**src/rtl/conv_mac_engine.sv**
```systemverilog
// Convolution MAC stage: latches a filter's weights, accepts a K*K*C window and
// accumulates one channel per cycle. Optional ReLU output stage: CONV_MAC_RELU_EN.
module conv_mac_engine #(
  parameter int INPUT_CHANNELS = 3,
  parameter int KERNEL_SIZE    = 3,
  parameter int DATA_WIDTH     = 8,
  parameter int WEIGHT_WIDTH   = 8,
  parameter int OUT_WIDTH      = 32
) (
  input  logic                                                  clk,
  input  logic                                                  rst_n,
  input  logic [INPUT_CHANNELS*KERNEL_SIZE*KERNEL_SIZE*WEIGHT_WIDTH-1:0] weight_in,
  input  logic                                                  weight_valid,
  output logic                                                  weights_loaded,
  input  logic [INPUT_CHANNELS*KERNEL_SIZE*KERNEL_SIZE*DATA_WIDTH-1:0]   window_in,
  input  logic                                                  window_valid,
  output logic                                                  window_ready,
  output logic [OUT_WIDTH-1:0]                                  result_out,
  output logic                                                  result_valid,
  input  logic                                                  result_ready
);

  localparam int KK     = KERNEL_SIZE * KERNEL_SIZE;
  localparam int NELEM  = INPUT_CHANNELS * KK;
  localparam int PROD_W = DATA_WIDTH + WEIGHT_WIDTH;
  localparam int CH_W   = (INPUT_CHANNELS > 1) ? $clog2(INPUT_CHANNELS) : 1;
  localparam logic [CH_W-1:0] CH_ONE  = CH_W'(1);
  localparam logic [CH_W-1:0] CH_LAST = CH_W'(INPUT_CHANNELS - 1);

  typedef enum logic [1:0] {
    IDLE    = 2'd0,
    READY   = 2'd1,
    COMPUTE = 2'd2,
    DONE    = 2'd3
  } state_t;

  state_t                            state_r;
  logic [NELEM*WEIGHT_WIDTH-1:0]     weight_r;
  logic [NELEM*DATA_WIDTH-1:0]       window_r;
  logic [OUT_WIDTH-1:0]              acc_r;
  logic [CH_W-1:0]                   ch_r;
  logic                              weights_loaded_r;
  logic                              window_ready_r;
  logic [OUT_WIDTH-1:0]              result_out_r;
  logic                              result_valid_r;

  logic signed [DATA_WIDTH-1:0]      pix_s;
  logic signed [WEIGHT_WIDTH-1:0]    wgt_s;
  logic signed [PROD_W-1:0]          prod_s;
  logic [OUT_WIDTH-1:0]              chan_sum_s;
  logic [OUT_WIDTH-1:0]              acc_next_s;
  logic [OUT_WIDTH-1:0]              result_s;

  // Per-channel dot product of the current channel, sign-extended into the accumulator width
  always_comb begin
    pix_s      = {DATA_WIDTH{1'b0}};
    wgt_s      = {WEIGHT_WIDTH{1'b0}};
    prod_s     = {PROD_W{1'b0}};
    chan_sum_s = {OUT_WIDTH{1'b0}};
    for (int j = 0; j < KK; j++) begin
      pix_s      = $signed(window_r[(int'(ch_r) * KK + j) * DATA_WIDTH +: DATA_WIDTH]);
      wgt_s      = $signed(weight_r[(int'(ch_r) * KK + j) * WEIGHT_WIDTH +: WEIGHT_WIDTH]);
      prod_s     = PROD_W'(pix_s) * PROD_W'(wgt_s);
      chan_sum_s = chan_sum_s + {{(OUT_WIDTH - PROD_W){prod_s[PROD_W-1]}}, prod_s};
    end
  end

  // Running sum plus the optional ReLU applied only to the final value
  always_comb begin
    acc_next_s = acc_r + chan_sum_s;
`ifdef CONV_MAC_RELU_EN
    if (acc_next_s[OUT_WIDTH-1]) begin
      result_s = {OUT_WIDTH{1'b0}};
    end else begin
      result_s = acc_next_s;
    end
`else
    result_s = acc_next_s;
`endif
  end

  // Control FSM with all datapath registers and registered handshake outputs
  always_ff @(posedge clk or negedge rst_n) begin
    if (!rst_n) begin
      state_r          <= IDLE;
      weight_r         <= {(NELEM*WEIGHT_WIDTH){1'b0}};
      window_r         <= {(NELEM*DATA_WIDTH){1'b0}};
      acc_r            <= {OUT_WIDTH{1'b0}};
      ch_r             <= {CH_W{1'b0}};
      weights_loaded_r <= 1'b0;
      window_ready_r   <= 1'b0;
      result_out_r     <= {OUT_WIDTH{1'b0}};
      result_valid_r   <= 1'b0;
    end else begin
      case (state_r)
        IDLE: begin
          if (weight_valid) begin
            weight_r         <= weight_in;
            weights_loaded_r <= 1'b1;
            window_ready_r   <= 1'b1;
            state_r          <= READY;
          end
        end
        READY: begin
          if (weight_valid) begin
            weight_r <= weight_in;
          end
          // window_ready_r is already high here, so window_valid completes the handshake
          if (window_valid) begin
            window_r       <= window_in;
            acc_r          <= {OUT_WIDTH{1'b0}};
            ch_r           <= {CH_W{1'b0}};
            window_ready_r <= 1'b0;
            state_r        <= COMPUTE;
          end
        end
        COMPUTE: begin
          acc_r <= acc_next_s;
          ch_r  <= ch_r + CH_ONE;
          if (ch_r == CH_LAST) begin
            result_out_r   <= result_s;
            result_valid_r <= 1'b1;
            state_r        <= DONE;
          end
        end
        DONE: begin
          if (result_ready) begin
            result_valid_r <= 1'b0;
            window_ready_r <= 1'b1;
            state_r        <= READY;
          end
        end
        default: begin
          state_r        <= IDLE;
          window_ready_r <= 1'b0;
          result_valid_r <= 1'b0;
        end
      endcase
    end
  end

  assign weights_loaded = weights_loaded_r;
  assign window_ready   = window_ready_r;
  assign result_out     = result_out_r;
  assign result_valid   = result_valid_r;

endmodule

```
**config.mk**
```make
export PLATFORM = sky130hd
export DESIGN_NAME = conv_mac_engine
export DESIGN_NICKNAME = d
export VERILOG_FILES = /design/src/rtl/conv_mac_engine.sv
export SDC_FILE = /design/constraint.sdc
export NUM_CORES = 2
export LEC_CHECK = 0
export CELL_PAD_IN_SITES_DETAIL_PLACEMENT = 1
export CELL_PAD_IN_SITES_GLOBAL_PLACEMENT = 2
export CORE_UTILIZATION = 44
export CTS_CLUSTER_DIAMETER = 40
export DETAILED_ROUTE_END_ITERATION = 16
export PLACE_DENSITY = 0.92
export SETUP_SLACK_MARGIN = 0.15
export SYNTH_ARGS = -nofsm -noshare
export SYNTH_HDL_FRONTEND = slang
export SYNTH_SLANG_ARGS = --single-unit
```
**constraint.sdc**
```tcl
create_clock -name clk -period 38.2 [get_ports clk]
set_input_delay 11.46 -clock clk [delete_from_list [all_inputs] [get_ports clk]]
set_output_delay 11.46 -clock clk [all_outputs]
set_load 0.01 [all_outputs]
```
==> impl_metrics.json <==
{
  "outcome": "complete, but fails checks",
  "critical_path_arrival_ns": 16.31,
  "clock-skew-final_ns": 0.05473,
  "violations": "max-capacitance violations, max-slew violations",
  "tritoncts": "done",
  "post_synth_top_cells": "934 x inv_1, 809 x fa_1, 509 x nor2_1",
  "hold_class": "register to register",
  "post_synth.cell_area_avg_sq_um": 10.77,
  "synth_sequential_area_ratio_pct": 21.61,
  "yosys.cell_count.top_type": "inv_1",
  "setup-tns-final_ns": 0,
  "setup.worst_path.start": "ch_r[0]",
  "post_cts.repair.setup_buffers": 0,
  "synth_largest_type_area_fraction_pct": 27.80,
  "core-area_sq_mm": 0.1315,
  "cp-start-kind": "register",
  "required_time_worst_endpoint_ns": 38.80,
  "dr_total_vias": 45060,
  "post_synth_instance_area_sq_mm": 0.05825,
  "final_hold_viols": 0,
  "reg2reg_slack_ns": 22.48,
  "slew_headroom_pct": -4.900,
  "wire_per_inst_um": 30.50,
  "detail_route.iter0.violations": 4504,
  "clockRootBuffer": "clkbuf_16",
  "asyncSetResetFlopFracSynth_pct": 100.0,
  "synth.yosys.warnings": 0,
  "antenna_violating_nets_post_route": 0,
  "drv_slew": 6,
  "synth.top_cells.by_area": "fa_1 28%, dfrtp_1 22%, mux2_2 9.5%",
  "place_hpwl_mm": 192.5,
  "timing.critical_path.to_type": "register",
  "post_drt_via_cell_ratio": 5.896,
  "clock_latency_on_the_worst_skew_pair_ns": 0.72,
  "cts.sinks": 503,
  "grt_start_max_net_pins": 146,
  "synth-main-ff-cell": "dfrtp_1",
  "wl_mm": 233.1,
  "die_height_um": 365.9,
  "antenna_violations_before_repair": 17,
  "die-area_sq_mm": 0.1339,
  "setup.worst_path.class": "register to register",
  "area_growth_pct": 16.01,
  "number_of_global_route_vias_before_repair": 50040,
  "routability_congestion": 1.031,
  "worst_slew_pin_slew_ns": 1.564,
  "timing.max_cap.violations": 3,
  "floorplan.initialDensity_pct": 44.31,
  "cts_max_path_buffers": 3,
  "edff_count_synth": 0,
  "post-route-period-util_pct": 41.15,
  "final_nets": 7305,
  "worst_setup_hold_path_clk_slew_ns": 0.05,
  "cts_resized": 0,
  "cts_hold_buf": 0,
  "cts_made_buffers": 83,
  "post_synth_inst_count": 5411,
  "rr_startpoint": "ch_r[0]",
  "r2r-end": "result_out[28]",
  "postSynthNetCount": 6899,
  "max_freq_mhz": 63.62,
  "grt_usage_pct": 35.25,
  "design.portCount": 472,
  "ff2ff_path_depth": 43,
  "layout_min_cycle_time_ns": 15.72,
  "cp-endpoint": "result_out[28]",
  "timing.critical_path.slowest_cell_delay_ns": 0.77,
  "crit_path_max_fanout": 133,
  "worst_path_most_repeated_cell": "fa_1",
  "detail_route.first_pass.iterations": 5,
  "grt_first_pass_wirelength_mm": 343.2,
  "ys_types": 77,
  "grt_setup_unrepaired": "false",
  "globalRouteOverflowTotal": 0,
  "setup_violations": 0,
  "std_cell_rows": 133,
  "hold_start": "weights_loaded",
  "count_of_state_elements_after_synthesis": 503,
  "htree_levels": 3,
  "netlist.top_cell.by_area": "fa_1",
  "io_buffers": 471,
  "worst_path_max_delay_cell": "buf_4",
  "drive_above_1_share_pct": 17.31,
  "post-route-drc-count": 0,
  "die_w_um": 365.9
}
[cell type report]
class / count / area (sq um)
antenna: 2 / 5.005
clock buffer: 98 / 2275
clock inverter: 56 / 645.6
fill: 14130 / 63890
inverter: 934 / 3506
multi-input combinational: 3733 / 40920
sequential: 503 / 12590
tap: 1755 / 2196
timing repair buffer: 562 / 5440
[placed cells by master (no fill, tap or decap), types with 8 or more instances in the layout]
cell	Yosys	routed
a21o_1	44	44
buf_4	36	88
a2111oi_4	7	9
nand2b_1	52	52
mux2i_1	288	288
o22ai_1	35	35
clkbuf_8	0	12
inv_6	0	12
nand2_1	282	280
clkdlybuf4s50_1	0	470
o21ai_0	127	125
fa_1	809	809
or2_2	47	47
clkbuf_16	0	84
nor2_1	509	508
or3_1	19	19
clkinv_2	0	11
nor2b_1	51	51
mux4_2	172	172
o211ai_1	15	15
and2_1	45	45
o21ai_1	12	12
o21a_1	20	20
nand3_1	12	12
dfrtp_1	503	501
mux2_2	490	490
ha_1	242	238
xor2_1	15	15
inv_8	0	8
a21oi_2	7	19
inv_1	934	933
a22o_1	27	27
or2_1	8	8
a21oi_1	184	172
clkinvlp_4	0	10
xnor2_1	30	30
a211oi_1	59	59
nor3_1	11	11
nand4_1	8	8
[flip-flops by register name, summed over array words and instances, names as in the netlist]
signal / cells
window_r: 216
ch_r: 2
state_r: 2
result_valid: 1
window_ready: 1
weights_loaded: 1
result_out: 32
weight_r: 216
acc_r: 32
[worst min-delay path by stage]
stage | endpoint | slack, ns | cells after the start
floorplan | acc_r[29] | 0.46 | 2
global placement | weights_loaded | 0.46 | 1
detailed placement | weights_loaded | 0.45 | 1
CTS | weights_loaded | 0.46 | 1
global route | weights_loaded | 0.51 | 1
finish | weights_loaded | 0.46 | 1
[logic make-up after synthesis]
kind of cell | synth area share [%]
AO/OA/AOI/OAI | 7.103
multiplexers | 21.14
XOR/XNOR | 0.6766
AND/OR/NAND/NOR | 8.054
flip-flops | 21.61
adder cells (fa/ha/maj) | 33.00
buffers and inverters | 8.419
[metrics by stage]
step / worst slack, ns / std cells / hold WS, ns / instance area, sq um / util (%)
3_3_place_gp: 22.78 / 7487 / 0.4577 / 64650 / 49.18
4_1_cts: 22.63 / 7641 / 0.4636 / 67570 / 51.40
6_report: 22.48 / 7643 / 0.4607 / 67580 / 51.40
5_1_grt: 21.77 / 7641 / 0.5075 / 67570 / 51.40
3_5_place_dp: 22.62 / 7487 / 0.4465 / 64650 / 49.18
2_1_floorplan: 24.85 / 5411 / 0.4563 / 58250 / -
[critical path, delay by kind of cell, from the launching register on]
family          cells  cell delay (ns)
mux                 4             1.73
buf+inv            10             3.18
fa+ha+maj          12             6.03
simple gates        5             1.33
flops               1             0.61
compound gates     11             2.26
xor+xnor            1             0.17
[per-layer routing]
layer,routed length (um),part of all wire [%],GRT usage (%),vias up
met3,20430,8.8,8.593,638
met4,13550,5.8,16.70,16
li1,-,-,-,18540
met1,89810,39,44.36,23690
met5,95,0.041,0,-
met2,109300,47,57.08,2177
Power is not shown: default switching activity piles up to over one toggle a cycle in this logic, so the estimate is an artifact.
